**config.mk**
```make
export PLATFORM = sky130hd
export DESIGN_NAME = bp_stream_pump_out
export DESIGN_NICKNAME = d
export VERILOG_FILES = /design/src/rtl/bp_stream_pump_out.sv
export SDC_FILE = /design/constraint.sdc
export NUM_CORES = 1
export LEC_CHECK = 0
export ABC_CLOCK_PERIOD_IN_PS = 5600
export CORE_AREA = 10 10 90 92
export DETAILED_ROUTE_END_ITERATION = 10
export DIE_AREA = 0 0 100 102
export PLACE_DENSITY = 0.85
export SETUP_SLACK_MARGIN = 0.1
export SLEW_MARGIN = 30
export SYNTH_ARGS = -nofsm -noshare
export SYNTH_HDL_FRONTEND = slang
export SYNTH_SLANG_ARGS = --single-unit
```
**constraint.sdc**
```tcl
create_clock -name clk_i -period 5.6 [get_ports clk_i]
set_input_delay 1.12 -clock clk_i [delete_from_list [all_inputs] [get_ports clk_i]]
set_output_delay 1.12 -clock clk_i [all_outputs]
set_load 0.1 [all_outputs]
```
**src/rtl/bp_stream_pump_out.sv**
```systemverilog
// BedRock stream output pump: one header + N data beats from a producer FSM -> narrow stream bus beats.
// Optional build macro BP_STREAM_PUMP_OUT_SKID_EN inserts a 2-entry registered skid on the bus side.

package bp_stream_pump_out_pkg;
    localparam int dword_width_p     = 64;
    localparam int cce_block_width_p = 512;

    typedef enum int {e_bp_default_cfg = 0} bp_params_e;

    typedef enum logic [3:0] {
        e_bedrock_mem_rd    = 4'd0,
        e_bedrock_mem_wr    = 4'd1,
        e_bedrock_mem_uc_rd = 4'd2,
        e_bedrock_mem_uc_wr = 4'd3,
        e_bedrock_mem_pre   = 4'd4,
        e_bedrock_mem_amo   = 4'd5
    } bp_bedrock_mem_type_e;

    typedef struct packed {
        logic [7:0]  payload;
        logic [39:0] addr;
        logic [2:0]  size;
        logic [3:0]  msg_type;
    } bp_bedrock_mem_header_s;

    localparam int bp_bedrock_xce_mem_msg_header_width_lp = $bits(bp_bedrock_mem_header_s);
endpackage

`ifdef BP_STREAM_PUMP_OUT_SKID_EN
// Two-entry valid/ready FIFO with registered outputs.
// Latency: 1 cycle from enqueue to v_o.
// Backpressure: ready_o drops only when both entries are occupied.
module bsg_two_fifo #(
    parameter int width_p = 8
) (
    input  logic               clk_i,
    input  logic               reset_i,
    input  logic [width_p-1:0] data_i,
    input  logic               v_i,
    output logic               ready_o,
    output logic [width_p-1:0] data_o,
    output logic               v_o,
    input  logic               yumi_i
);
    logic [width_p-1:0] mem_r [2];
    logic               head_r, tail_r;
    logic [1:0]         cnt_r;
    logic               enq, deq;

    assign ready_o = (cnt_r != 2'd2);
    assign v_o     = (cnt_r != 2'd0);
    assign enq     = v_i & ready_o;
    assign deq     = yumi_i & v_o;
    assign data_o  = mem_r[head_r];

    always_ff @(posedge clk_i) begin
        if (reset_i) begin
            head_r <= 1'b0;
            tail_r <= 1'b0;
            cnt_r  <= 2'd0;
        end else begin
            if (enq) tail_r <= ~tail_r;
            if (deq) head_r <= ~head_r;
            cnt_r <= cnt_r + {1'b0, enq} - {1'b0, deq};
        end
    end

    always_ff @(posedge clk_i) begin
        if (enq) mem_r[tail_r] <= data_i;
    end
endmodule
`endif

// Serializes a header plus its data beats into bus beats that all carry the first beat's header.
// Latency: 0 cycles (combinational pass-through), 1 cycle with the skid FIFO.
// Backpressure: fsm_ready_and_o follows bus ready (or skid FIFO space); a stalled beat holds its count.
module bp_stream_pump_out
    import bp_stream_pump_out_pkg::*;
#(
    parameter bp_params_e  bp_params_p         = e_bp_default_cfg,
    parameter int          stream_data_width_p = dword_width_p,
    parameter int          block_width_p       = cce_block_width_p,
    parameter logic [15:0] payload_mask_p      = '0,
    localparam int hdr_width_lp           = bp_bedrock_xce_mem_msg_header_width_lp,
    localparam int stream_words_lp        = block_width_p / stream_data_width_p,
    localparam int data_len_width_lp      = $clog2(stream_words_lp),
    localparam int stream_offset_width_lp = $clog2(stream_data_width_p / 8)
) (
    input  logic                           clk_i,
    input  logic                           reset_i,
    input  logic [hdr_width_lp-1:0]        fsm_base_header_i,
    input  logic [stream_data_width_p-1:0] fsm_data_i,
    input  logic                           fsm_v_i,
    output logic                           fsm_ready_and_o,
    output logic [data_len_width_lp-1:0]   fsm_cnt_o,
    output logic                           fsm_new_o,
    output logic                           fsm_done_o,
    output logic [hdr_width_lp-1:0]        mem_header_o,
    output logic [stream_data_width_p-1:0] mem_data_o,
    output logic                           mem_v_o,
    output logic                           mem_lock_o,
    input  logic                           mem_ready_and_i
);
    if (bp_params_p != e_bp_default_cfg) begin : g_cfg_check
        $error("bp_stream_pump_out: only e_bp_default_cfg is supported");
    end

    typedef enum logic [1:0] {e_reset, e_ready, e_stream} state_e;

    state_e                         state_r, state_n;
    bp_bedrock_mem_header_s         hdr_r, hdr_cur;
    logic [data_len_width_lp-1:0]   cnt_r, first_cnt, num_stream, last_cnt;
    logic                           active, has_data, multi, accept, down_ready, lock;

    // A full block wraps the truncated beat count to 0; modular last_cnt math still lands right.
    function automatic logic [data_len_width_lp-1:0] calc_num_stream(input logic [2:0] size);
        int unsigned words;
        words = (32'd1 << size) / (stream_data_width_p / 8);
        if (words == 0) words = 1;
        return words[data_len_width_lp-1:0];
    endfunction

    assign active     = ~reset_i & (state_r != e_reset);
    assign hdr_cur    = (state_r == e_stream) ? hdr_r : bp_bedrock_mem_header_s'(fsm_base_header_i);
    assign first_cnt  = hdr_cur.addr[stream_offset_width_lp +: data_len_width_lp];
    assign num_stream = calc_num_stream(hdr_cur.size);
    assign has_data   = payload_mask_p[hdr_cur.msg_type];
    assign multi      = has_data & (num_stream != data_len_width_lp'(1));
    assign last_cnt   = first_cnt + num_stream - data_len_width_lp'(1);

    assign fsm_ready_and_o = active & down_ready;
    assign accept          = fsm_v_i & fsm_ready_and_o;

    always_comb begin
        state_n    = state_r;
        fsm_cnt_o  = '0;
        fsm_new_o  = 1'b0;
        fsm_done_o = 1'b0;
        lock       = 1'b0;
        case (state_r)
            e_reset: state_n = e_ready;
            e_ready: begin
                fsm_cnt_o = first_cnt;
                lock      = multi;
                if (accept) begin
                    if (multi) begin
                        fsm_new_o = 1'b1;
                        state_n   = e_stream;
                    end else begin
                        fsm_done_o = 1'b1;
                    end
                end
            end
            e_stream: begin
                fsm_cnt_o = cnt_r;
                lock      = (cnt_r != last_cnt);
                if (accept && (cnt_r == last_cnt)) begin
                    fsm_done_o = 1'b1;
                    state_n    = e_ready;
                end
            end
            default: state_n = e_reset;
        endcase
        if (reset_i) begin
            fsm_cnt_o = '0;
            lock      = 1'b0;
        end
    end

    always_ff @(posedge clk_i) begin
        if (reset_i) begin
            state_r <= e_reset;
            cnt_r   <= '0;
            hdr_r   <= '0;
        end else begin
            state_r <= state_n;
            if (accept) begin
                if ((state_r == e_ready) && multi) begin
                    hdr_r <= hdr_cur;
                    cnt_r <= first_cnt + data_len_width_lp'(1);
                end else if (state_r == e_stream) begin
                    cnt_r <= cnt_r + data_len_width_lp'(1);
                end
            end
        end
    end

`ifdef BP_STREAM_PUMP_OUT_SKID_EN
    localparam int fifo_width_lp = 1 + hdr_width_lp + stream_data_width_p;

    logic [fifo_width_lp-1:0] fifo_dat;
    logic                     fifo_rdy;

    assign down_ready = fifo_rdy;

    bsg_two_fifo #(.width_p(fifo_width_lp)) skid (
        .clk_i   (clk_i),
        .reset_i (reset_i),
        .data_i  ({lock, hdr_cur, fsm_data_i}),
        .v_i     (accept),
        .ready_o (fifo_rdy),
        .data_o  (fifo_dat),
        .v_o     (mem_v_o),
        .yumi_i  (mem_v_o & mem_ready_and_i)
    );

    assign {mem_lock_o, mem_header_o, mem_data_o} = fifo_dat;
`else
    assign down_ready   = mem_ready_and_i;
    assign mem_v_o      = fsm_v_i & active;
    assign mem_lock_o   = lock;
    assign mem_header_o = active ? hdr_cur : '0;
    assign mem_data_o   = active ? fsm_data_i : '0;
`endif
endmodule
```
==> results.sh, run 1 <==
export IMPL_outcome="complete, no violations"
export IMPL_grt_pass1_vias=2234
export IMPL_rsz0062_at_grt="no"
export IMPL_hold_buffers=0
export IMPL_cts_repair_resize_count=0
export IMPL_row_count=29
export IMPL_reg2reg_to="state_r[1]"
export IMPL_endpoint="mem_lock_o"
export IMPL_critPathLaunch="fsm_base_header_i[6]"
export IMPL_ant_nets=0
export IMPL_avgSynthCellArea_um2=6.79
export IMPL_post_drt_wl_per_cell_um=19.1
export IMPL_initial_core_util=0.216
export IMPL_fillers=581
export IMPL_crit_type="input port to output port"
export IMPL_vias=2182
export IMPL_setup_viol=0
export IMPL_fp_dieH_um=102
export IMPL_required_ns=4.48
export IMPL_dieArea_um2=10200
export IMPL_drive_above_1_share=0.314
export IMPL_swShare=0.638
export IMPL_slew_violations=0
export IMPL_areaGrowthSynthToFinish_pct=168
export IMPL_power_switching_uw=461
export IMPL_postSynthCellCount=200
export IMPL_die_x_um=100
export IMPL_cap_violations=0
export IMPL_gr_total_overflow=0
export IMPL_cts_tree="yes"
export IMPL_dp_final_hpwl_mm=8.96
export IMPL_root_buffer="clkbuf_8"
export IMPL_cts_made_buffers=3
export IMPL_hold_path_class="flop to flop"
export IMPL_route_detailed_drc=0
export IMPL_slew_headroom=0.637
export IMPL_io_pins=250
export IMPL_grt_max_degree=67
export IMPL_power_density_nw_per_um2=199
export IMPL_syn_area_um2=1360
export IMPL_yosysUniqueCellTypes=30
export IMPL_ys_ff_latch=5
export IMPL_cts_sinks=5
export IMPL_clk_path_buf_depth=2
export IMPL_synth_fp_nets=330
export IMPL_period_needed_ns=4.67
export IMPL_htreeDepth=1
export IMPL_antenna_found_initial=0
export IMPL_r2r_cells=10
export IMPL_ir_drop_mv=0.121
export IMPL_clkPwrFrac=0.092
export IMPL_grt_use_total=0.171
export IMPL_leakagePower_uw=0.00177
export IMPL_ys_seq_area_frac=0.0737
export IMPL_via_per_inst=4.23
export IMPL_worstPathMaxFanout=3
export IMPL_tightest_slew_ns=0.545
export IMPL_power_frac_seq=0.052
export IMPL_nNetsFinal=570
export IMPL_fin_skew_ns=0.00132
export IMPL_fmax_mhz=214
export IMPL_gp_congestion=0.829
export IMPL_dr_pass1_iters=4
export IMPL_drt_iter0_drc=49
export IMPL_grt_pass1_wl_mm=13.6
export IMPL_yosys_warnings=0
export IMPL_start_kind="input port"
export IMPL_cp_end_kind="output port"
export IMPL_setup_tns_final_ns=0
export IMPL_clk_pin_slew_ns=0.03
export IMPL_core_area_um2=6280
export IMPL_io_buffers=248
export IMPL_finalHoldViolCount=0
export IMPL_postCtsSetupBuffers=0
export IMPL_arrival_ns=3.55
export IMPL_power_uw=723
export IMPL_p_int_uw=262
export IMPL_period_share=0.834
export IMPL_insertedDiodeCount=0
export IMPL_clk_insertion_delay_late_ns=0.22
export IMPL_r2r_slack_ns=2.90
export IMPL_p_comb_frac=0.855
export IMPL_reg2reg_from="state_r[0]"
export IMPL_finalWirelength_mm=9.85
## cells in the mapped netlist
master | count | area share
nand2_1 | 5 | 0.014
nor3_2 | 1 | 0.0074
and2_1 | 121 | 0.56
a211oi_1 | 2 | 0.011
nand2b_1 | 1 | 0.0046
nor3_1 | 1 | 0.0037
buf_4 | 1 | 0.0055
clkbuf_1 | 14 | 0.039
o21ai_0 | 1 | 0.0037
nand4_1 | 1 | 0.0046
a22oi_1 | 3 | 0.017
xnor2_2 | 1 | 0.012
and4bb_2 | 1 | 0.0092
nor2b_1 | 2 | 0.0092
nand3_1 | 4 | 0.015
xor2_1 | 3 | 0.019
and3b_1 | 1 | 0.0065
nor4b_1 | 1 | 0.0065
a21oi_1 | 1 | 0.0037
xor3_1 | 1 | 0.018
conb_1 | 1 | 0.0028
inv_1 | 5 | 0.014
dfxtp_1 | 5 | 0.074
o21ai_1 | 2 | 0.0074
ha_1 | 7 | 0.065
xnor3_1 | 1 | 0.017
xnor2_1 | 2 | 0.013
nor2b_2 | 1 | 0.0065
nor2_1 | 9 | 0.025
a2111oi_2 | 1 | 0.011
## cell families after synthesis
logic type                 after synthesis  synth area share
DFF                                      5            0.0737
AOI/OAI and AO/OA                       10            0.0534
other                                    1           0.00276
adders and majority gates                7            0.0645
buffers and inverters                   20            0.0581
and+or+nand+nor                        149             0.669
xor gates and xnor gates                 8            0.0783
## layer usage
layer | global-route usage | vias to the layer above | share of wire | wire length [µm]
li1 | - | 1094 | - | -
met1 | 0.161 | 940 | 0.33 | 3210
met2 | 0.326 | 144 | 0.54 | 5300
met3 | 0.0864 | 4 | 0.13 | 1280
met4 | 0.0326 | 0 | 0.0065 | 64
met5 | 0 | - | 0 | 0
## power by group through the flow
stage / sequential, µW / clock (µW) / combinational (µW)
after CTS: 37.8 / 68.7 / 623
after detailed placement: 38.3 / 0 / 622
after global placement: 38.2 / 0 / 618
after global routing: 37.9 / 69.7 / 640
final: 37.8 / 66.8 / 618
after floorplan: 38.1 / 0 / 444
## worst min-delay path by stage
stage	startpoint	end	slack, ns	cells after the start
4_1_cts	state_r[1]	state_r[1]	0.52	2
5_1_grt	state_r[1]	state_r[1]	0.53	2
6_report	state_r[1]	state_r[1]	0.52	2
2_1_floorplan	state_r[1]	state_r[1]	0.47	2
3_5_place_dp	state_r[1]	state_r[1]	0.51	2
3_3_place_gp	state_r[1]	state_r[1]	0.50	2
## cell type report
type | instances | area, µm² | share of cell area
timing repair buffer | 250 | 2180 | 0.600
inverter | 5 | 18.8 | 0.00516
clock buffer | 4 | 45.0 | 0.0124
multi-input combinational | 175 | 1190 | 0.328
sequential | 5 | 100 | 0.0275
tap | 77 | 96.3 | 0.0265
## state kept, by name (all words and copies together) (netlist names)
name	count
state_r	2
cnt_r	3
## cell usage in the layout, fill, tap and decap left out, types with 2 or more instances in the layout
master and n:
o21ai_1 2, nand2_1 5, nor2_1 8, inv_1 5
nor2b_1 2, buf_4 128, xnor2_1 2, nand3_1 4
clkdlybuf4s50_1 122, xor2_1 3, clkbuf_8 3, ha_1 7
a22oi_1 3, dfxtp_1 5, and2_1 121
## worst max-delay path, cell delays in order
cell and delay [ns]:
clkdlybuf4s50_1 0.47, nor2b_2 0.18, nand2_1 0.08, ha_1 0.27
inv_1 0.04, ha_1 0.21, xnor2_2 0.23, xnor3_1 0.41
a211oi_2 0.21, buf_4 0.32
## per-stage QoR
| step | cells | cell area [µm²] | utilization | setup slack, ns | hold slack (ns) |
|---|---|---|---|---|---|
| 2_1_floorplan | 200 | 1360 | - | 0.718 | 0.474 |
| 3_3_place_gp | 512 | 3590 | 0.572 | 0.970 | 0.499 |
| 3_5_place_dp | 512 | 3590 | 0.572 | 0.904 | 0.512 |
| 4_1_cts | 516 | 3630 | 0.579 | 0.892 | 0.517 |
| 5_1_grt | 516 | 3630 | 0.579 | 0.824 | 0.535 |
| 6_report | 516 | 3630 | 0.579 | 0.932 | 0.519 |
(Power assumes the default switching activity.)
==> inputs of run 2 (changes only) <==
--- a/config.mk
+++ b/config.mk
@@ -5,11 +5,11 @@
 export SDC_FILE = /design/constraint.sdc
 export NUM_CORES = 1
 export LEC_CHECK = 0
-export ABC_CLOCK_PERIOD_IN_PS = 5600
-export CORE_AREA = 10 10 90 92
+export ABC_CLOCK_PERIOD_IN_PS = 4700
+export CORE_AREA = 10 10 92 94
 export DETAILED_ROUTE_END_ITERATION = 10
-export DIE_AREA = 0 0 100 102
-export PLACE_DENSITY = 0.85
+export DIE_AREA = 0 0 102 104
+export PLACE_DENSITY = 0.82
 export SETUP_SLACK_MARGIN = 0.1
 export SLEW_MARGIN = 30
 export SYNTH_ARGS = -nofsm -noshare
==> constraint.sdc (replaced) <==
create_clock -name clk_i -period 4.7 [get_ports clk_i]
set_input_delay 0.94 -clock clk_i [delete_from_list [all_inputs] [get_ports clk_i]]
set_output_delay 0.94 -clock clk_i [all_outputs]
set_load 0.1 [all_outputs]
==> run 2 against run 1 <==
Compared with the run above: sequential power increased by 19%; largest cell class unchanged; critical path type unchanged; register-to-register slack got worse by 0.89 ns; count of clock-buffer cells in the layout unchanged.
==> results.sh, run 2 (synthesis gave the netlist of run 1 again) <==
export IMPL_outcome="complete, no violations"
export IMPL_io_pins=250
export IMPL_areaGrowthSynthToFinish_pct=170
export IMPL_grt_pass1_vias=2197
export IMPL_gp_congestion=0.826
export IMPL_fmax_mhz=233
export IMPL_ant_nets=0
export IMPL_final_common_cell="buf_4"
export IMPL_drt_iter0_drc=42
export IMPL_postCtsSetupBuffers=0
export IMPL_whs_ns=0.500
export IMPL_clk_path_buf_depth=2
export IMPL_fin_util=0.548
export IMPL_clk_insertion_delay_late_ns=0.22
export IMPL_leakagePower_uw=0.00177
export IMPL_dp_final_hpwl_mm=8.57
export IMPL_route_detailed_drc=0
export IMPL_reg2reg_from="state_r[0]"
export IMPL_dr_pass1_iters=4
export IMPL_io_buffers=248
export IMPL_slew_violations=0
export IMPL_clk_pin_slew_ns=0.04
export IMPL_reg2reg_to="state_r[1]"
export IMPL_insertedDiodeCount=0
export IMPL_setup_viol=0
export IMPL_cts_tree="yes"
export IMPL_grt_pass1_wl_mm=13.1
export IMPL_dieArea_um2=10600
export IMPL_placed_cell_area_um2=3620
export IMPL_slew_headroom=0.628
export IMPL_row_count=30
export IMPL_start_kind="input port"
export IMPL_period_needed_ns=4.28
export IMPL_clkPwrFrac=0.094
export IMPL_gr_total_overflow=0
export IMPL_setup_tns_final_ns=0
export IMPL_endpoint="mem_lock_o"
export IMPL_required_ns=3.76
export IMPL_power_frac_seq=0.052
export IMPL_swShare=0.638
export IMPL_grt_max_degree=67
export IMPL_worstPathMaxFanout=3
export IMPL_htreeDepth=1
export IMPL_post_drt_wl_per_cell_um=18.1
export IMPL_r2r_cells=10
export IMPL_via_per_inst=4.22
export IMPL_rsz0062_at_grt="no"
export IMPL_crit_type="input port to output port"
export IMPL_drive_above_1_share=0.314
export IMPL_finalHoldViolCount=0
export IMPL_largest_register_ffs=3
export IMPL_fin_skew_ns=0.000888
export IMPL_cts_repair_resize_count=0
export IMPL_power_switching_uw=550
export IMPL_finalWirelength_mm=9.42
export IMPL_antenna_found_initial=0
export IMPL_fp_dieH_um=104
export IMPL_r2r_slack_ns=2.01
export IMPL_die_x_um=102
export IMPL_cts_made_buffers=3
export IMPL_reg_top3="cnt_r: 3 flops, state_r: 2 flops"
export IMPL_root_buffer="clkbuf_8"
export IMPL_p_comb_frac=0.854
export IMPL_arrival_ns=3.34
export IMPL_vias=2188
export IMPL_critPathLaunch="fsm_base_header_i[6]"
export IMPL_cts_sinks=5
export IMPL_most_common_layout_cells="buf_4, clkdlybuf4s50_1, and2_1, nor2_1, ha_1"
export IMPL_cap_violations=0
export IMPL_core_area_um2=6680
export IMPL_finalInstanceArea_um2=3660
export IMPL_ir_drop_mv=0.141
export IMPL_p_int_uw=312
export IMPL_hold_path_class="flop to flop"
export IMPL_power_density_nw_per_um2=235
export IMPL_nNetsFinal=570
export IMPL_grt_use_total=0.161
export IMPL_regMostFlops="cnt_r"
export IMPL_hold_buffers=0
export IMPL_initial_core_util=0.203
export IMPL_cp_end_kind="output port"
export IMPL_tightest_slew_ns=0.558
export IMPL_period_share=0.911
run 2: cell counts in the layout (fill, tap and decap cells not counted):
Identical to the previous run, type by type.
run 2: layout make-up:
cell class	count	area, µm²
multi-input combinational	175	1190
timing repair buffer	250	2210
clock buffer	4	45.0
inverter	5	18.8
fill	637	3020
sequential	5	100
tap	80	100
run 2: stage by stage:
step | instances | worst slack (ns) | total power, µW
floorplan | 200 | 0.178 | 574
global placement | 515 | 0.450 | 781
detailed placement | 515 | 0.398 | 785
CTS | 519 | 0.376 | 870
global route | 519 | 0.289 | 892
finish | 519 | 0.417 | 861
run 2: worst min-delay path by stage:
| stage | startpoint | endpoint | slack, ns | cells past startpoint |
|---|---|---|---|---|
| CTS | state_r[1] | state_r[1] | 0.50 | 2 |
| floorplan | state_r[1] | state_r[1] | 0.47 | 2 |
| detailed placement | state_r[1] | state_r[1] | 0.50 | 2 |
| finish | state_r[1] | state_r[1] | 0.50 | 2 |
| global placement | state_r[1] | state_r[1] | 0.50 | 2 |
| global route | state_r[1] | state_r[1] | 0.53 | 2 |
run 2: worst max-delay path, cell delays in order:
cell,delay (ns)
clkdlybuf4s50_1,0.47
nor2b_2,0.17
nand2_1,0.08
ha_1,0.27
inv_1,0.04
ha_1,0.22
xnor2_2,0.23
xnor3_1,0.39
a211oi_2,0.30
buf_12,0.22
run 2: power by group through the flow:
stage	Sequential (µW)	Clock [µW]	Combinational [µW]
finish	45.1	80.7	735
CTS	45.0	84.3	741
detailed placement	45.7	0	740
global route	45.1	86.8	760
global placement	45.5	0	736
floorplan	45.4	0	529
run 2: per-layer routing:
layer,vias to the layer above,wire [µm],global-route usage,share of wire
met5,-,0,0,0
met4,0,110,0.0393,0.012
met3,6,1390,0.0797,0.15
met2,147,5070,0.316,0.54
met1,940,2850,0.138,0.30
li1,1095,-,-,-
==> inputs of run 3 (changes only) <==
--- a/config.mk
+++ b/config.mk
@@ -7,6 +7,7 @@
 export LEC_CHECK = 0
 export ABC_CLOCK_PERIOD_IN_PS = 4700
 export CORE_AREA = 10 10 92 94
+export CTS_BUF_LIST = sky130_fd_sc_hd__clkbuf_4 sky130_fd_sc_hd__clkbuf_8 sky130_fd_sc_hd__clkbuf_16
 export DETAILED_ROUTE_END_ITERATION = 10
 export DIE_AREA = 0 0 102 104
 export PLACE_DENSITY = 0.82
==> run 3 against run 2 <==
Compared with the run above: first-iteration DRC count did not move; critical path depth did not move; via count did not move; critical endpoint unchanged; wire length barely moved; power rose by 0.68%; combinational power barely moved; clock skew barely moved; register-to-register slack barely moved.
==> results.sh, run 3 (synthesis gave the netlist of run 1 again) <==
export IMPL_whs_ns=0.500
export IMPL_cts_repair_resize_count=0
export IMPL_regMostFlops="cnt_r"
export IMPL_post_drt_wl_per_cell_um=18.2
export IMPL_r2r_slack_ns=2.01
export IMPL_dp_slack_ns=0.398
export IMPL_root_buffer="clkbuf_8"
export IMPL_io_pins=250
export IMPL_gp_congestion=0.826
export IMPL_hold_path_class="flop to flop"
export IMPL_arrival_ns=3.34
export IMPL_tightest_slew_ns=0.558
export IMPL_areaGrowthSynthToFinish_pct=170
export IMPL_via_per_inst=4.22
export IMPL_initial_core_util=0.203
export IMPL_dr_pass1_iters=4
export IMPL_power_density_nw_per_um2=236
export IMPL_core_area_um2=6680
export IMPL_fillers=635
export IMPL_start_kind="input port"
export IMPL_cts_made_buffers=3
export IMPL_final_common_cell="buf_4"
export IMPL_fp_dieH_um=104
export IMPL_required_ns=3.76
export IMPL_setup_tns_final_ns=0
export IMPL_clk_insertion_delay_late_ns=0.22
export IMPL_postCtsSetupBuffers=0
export IMPL_vias=2188
export IMPL_drt_iter0_drc=42
export IMPL_r2r_cells=10
export IMPL_ant_nets=0
export IMPL_worstHoldEndpoint="state_r[1]"
export IMPL_period_share=0.911
export IMPL_gr_total_overflow=0
export IMPL_antenna_found_initial=0
export IMPL_slew_violations=0
export IMPL_clk_path_buf_depth=2
export IMPL_min_from="state_r[1]"
export IMPL_fin_skew_ns=0.00108
export IMPL_reg2reg_from="state_r[0]"
export IMPL_nNetsFinal=570
export IMPL_die_x_um=102
export IMPL_row_count=30
export IMPL_fin_ws_ns=0.417
export IMPL_io_buffers=248
export IMPL_crit_type="input port to output port"
export IMPL_cts_sinks=5
export IMPL_grt_use_total=0.161
export IMPL_grt_pass1_wl_mm=13.1
export IMPL_leakagePower_uw=0.00178
export IMPL_ir_drop_mv=0.144
export IMPL_finalWirelength_mm=9.42
export IMPL_reg_top3="cnt_r: 3 flops, state_r: 2 flops"
export IMPL_holdPathStages=2
export IMPL_reg2reg_to="state_r[1]"
export IMPL_worstPathMaxFanout=3
export IMPL_clk_pin_slew_ns=0.04
export IMPL_hold_buffers=0
export IMPL_slew_headroom=0.628
export IMPL_finalHoldViolCount=0
export IMPL_insertedDiodeCount=0
export IMPL_cap_violations=0
export IMPL_cp_end_kind="output port"
export IMPL_outcome="complete, no violations"
export IMPL_fmax_mhz=233
export IMPL_grt_pass1_vias=2197
export IMPL_rsz0062_at_grt="no"
export IMPL_most_common_layout_cells="buf_4, clkdlybuf4s50_1, and2_1, nor2_1, ha_1"
export IMPL_grt_max_degree=67
export IMPL_largest_register_ffs=3
export IMPL_drive_above_1_share=0.317
export IMPL_cts_tree="yes"
export IMPL_htreeDepth=1
export IMPL_dp_final_hpwl_mm=8.57
export IMPL_period_needed_ns=4.28
export IMPL_dieArea_um2=10600
export IMPL_setup_viol=0
export IMPL_route_detailed_drc=0
## run 3: routing by layer
metal / wire [µm] / track usage / share of wire
met1: 2850 / 0.138 / 0.30
met2: 5070 / 0.316 / 0.54
met3: 1390 / 0.0797 / 0.15
met4: 110 / 0.0393 / 0.012
met5: 0 / 0 / 0
## run 3: cell type report
type | instances | area [µm²] | area share
Inverter | 5 | 18.8 | 0.00512
Multi-Input combinational cell | 175 | 1190 | 0.325
Clock buffer | 4 | 48.8 | 0.0133
Sequential cell | 5 | 100 | 0.0273
Timing Repair Buffer | 250 | 2210 | 0.602
Tap cell | 80 | 100 | 0.0273
## run 3: where the power goes
part,internal (µW),switching (µW)
clock,64.1,22.4
sequential,44.1,1.02
combinational,209,526
total,317,550
## run 3: worst max path at each step
stage	start	endpoint	slack, ns	cells after the start
floorplan	fsm_base_header_i[6]	fsm_done_o	0.18	8
global placement	fsm_base_header_i[6]	mem_lock_o	0.45	10
detailed placement	fsm_base_header_i[6]	mem_lock_o	0.40	10
CTS	fsm_base_header_i[6]	mem_lock_o	0.38	10
global route	fsm_base_header_i[6]	mem_lock_o	0.29	10
finish	fsm_base_header_i[6]	mem_lock_o	0.42	10
## run 3: per-stage QoR
stage	total power [µW]	instance area [µm²]	utilization	instances
after floorplan	574	1360	-	200
after global placement	781	3620	0.542	515
after detailed placement	785	3620	0.542	515
after CTS	876	3670	0.549	519
after global routing	898	3670	0.549	519
final	867	3670	0.549	519
## run 3: worst max-delay path: stages
cell	delay (ns)
clkdlybuf4s50_1	0.47
nor2b_2	0.17
nand2_1	0.08
ha_1	0.27
inv_1	0.04
ha_1	0.22
xnor2_2	0.23
xnor3_1	0.39
a211oi_2	0.30
buf_12	0.22
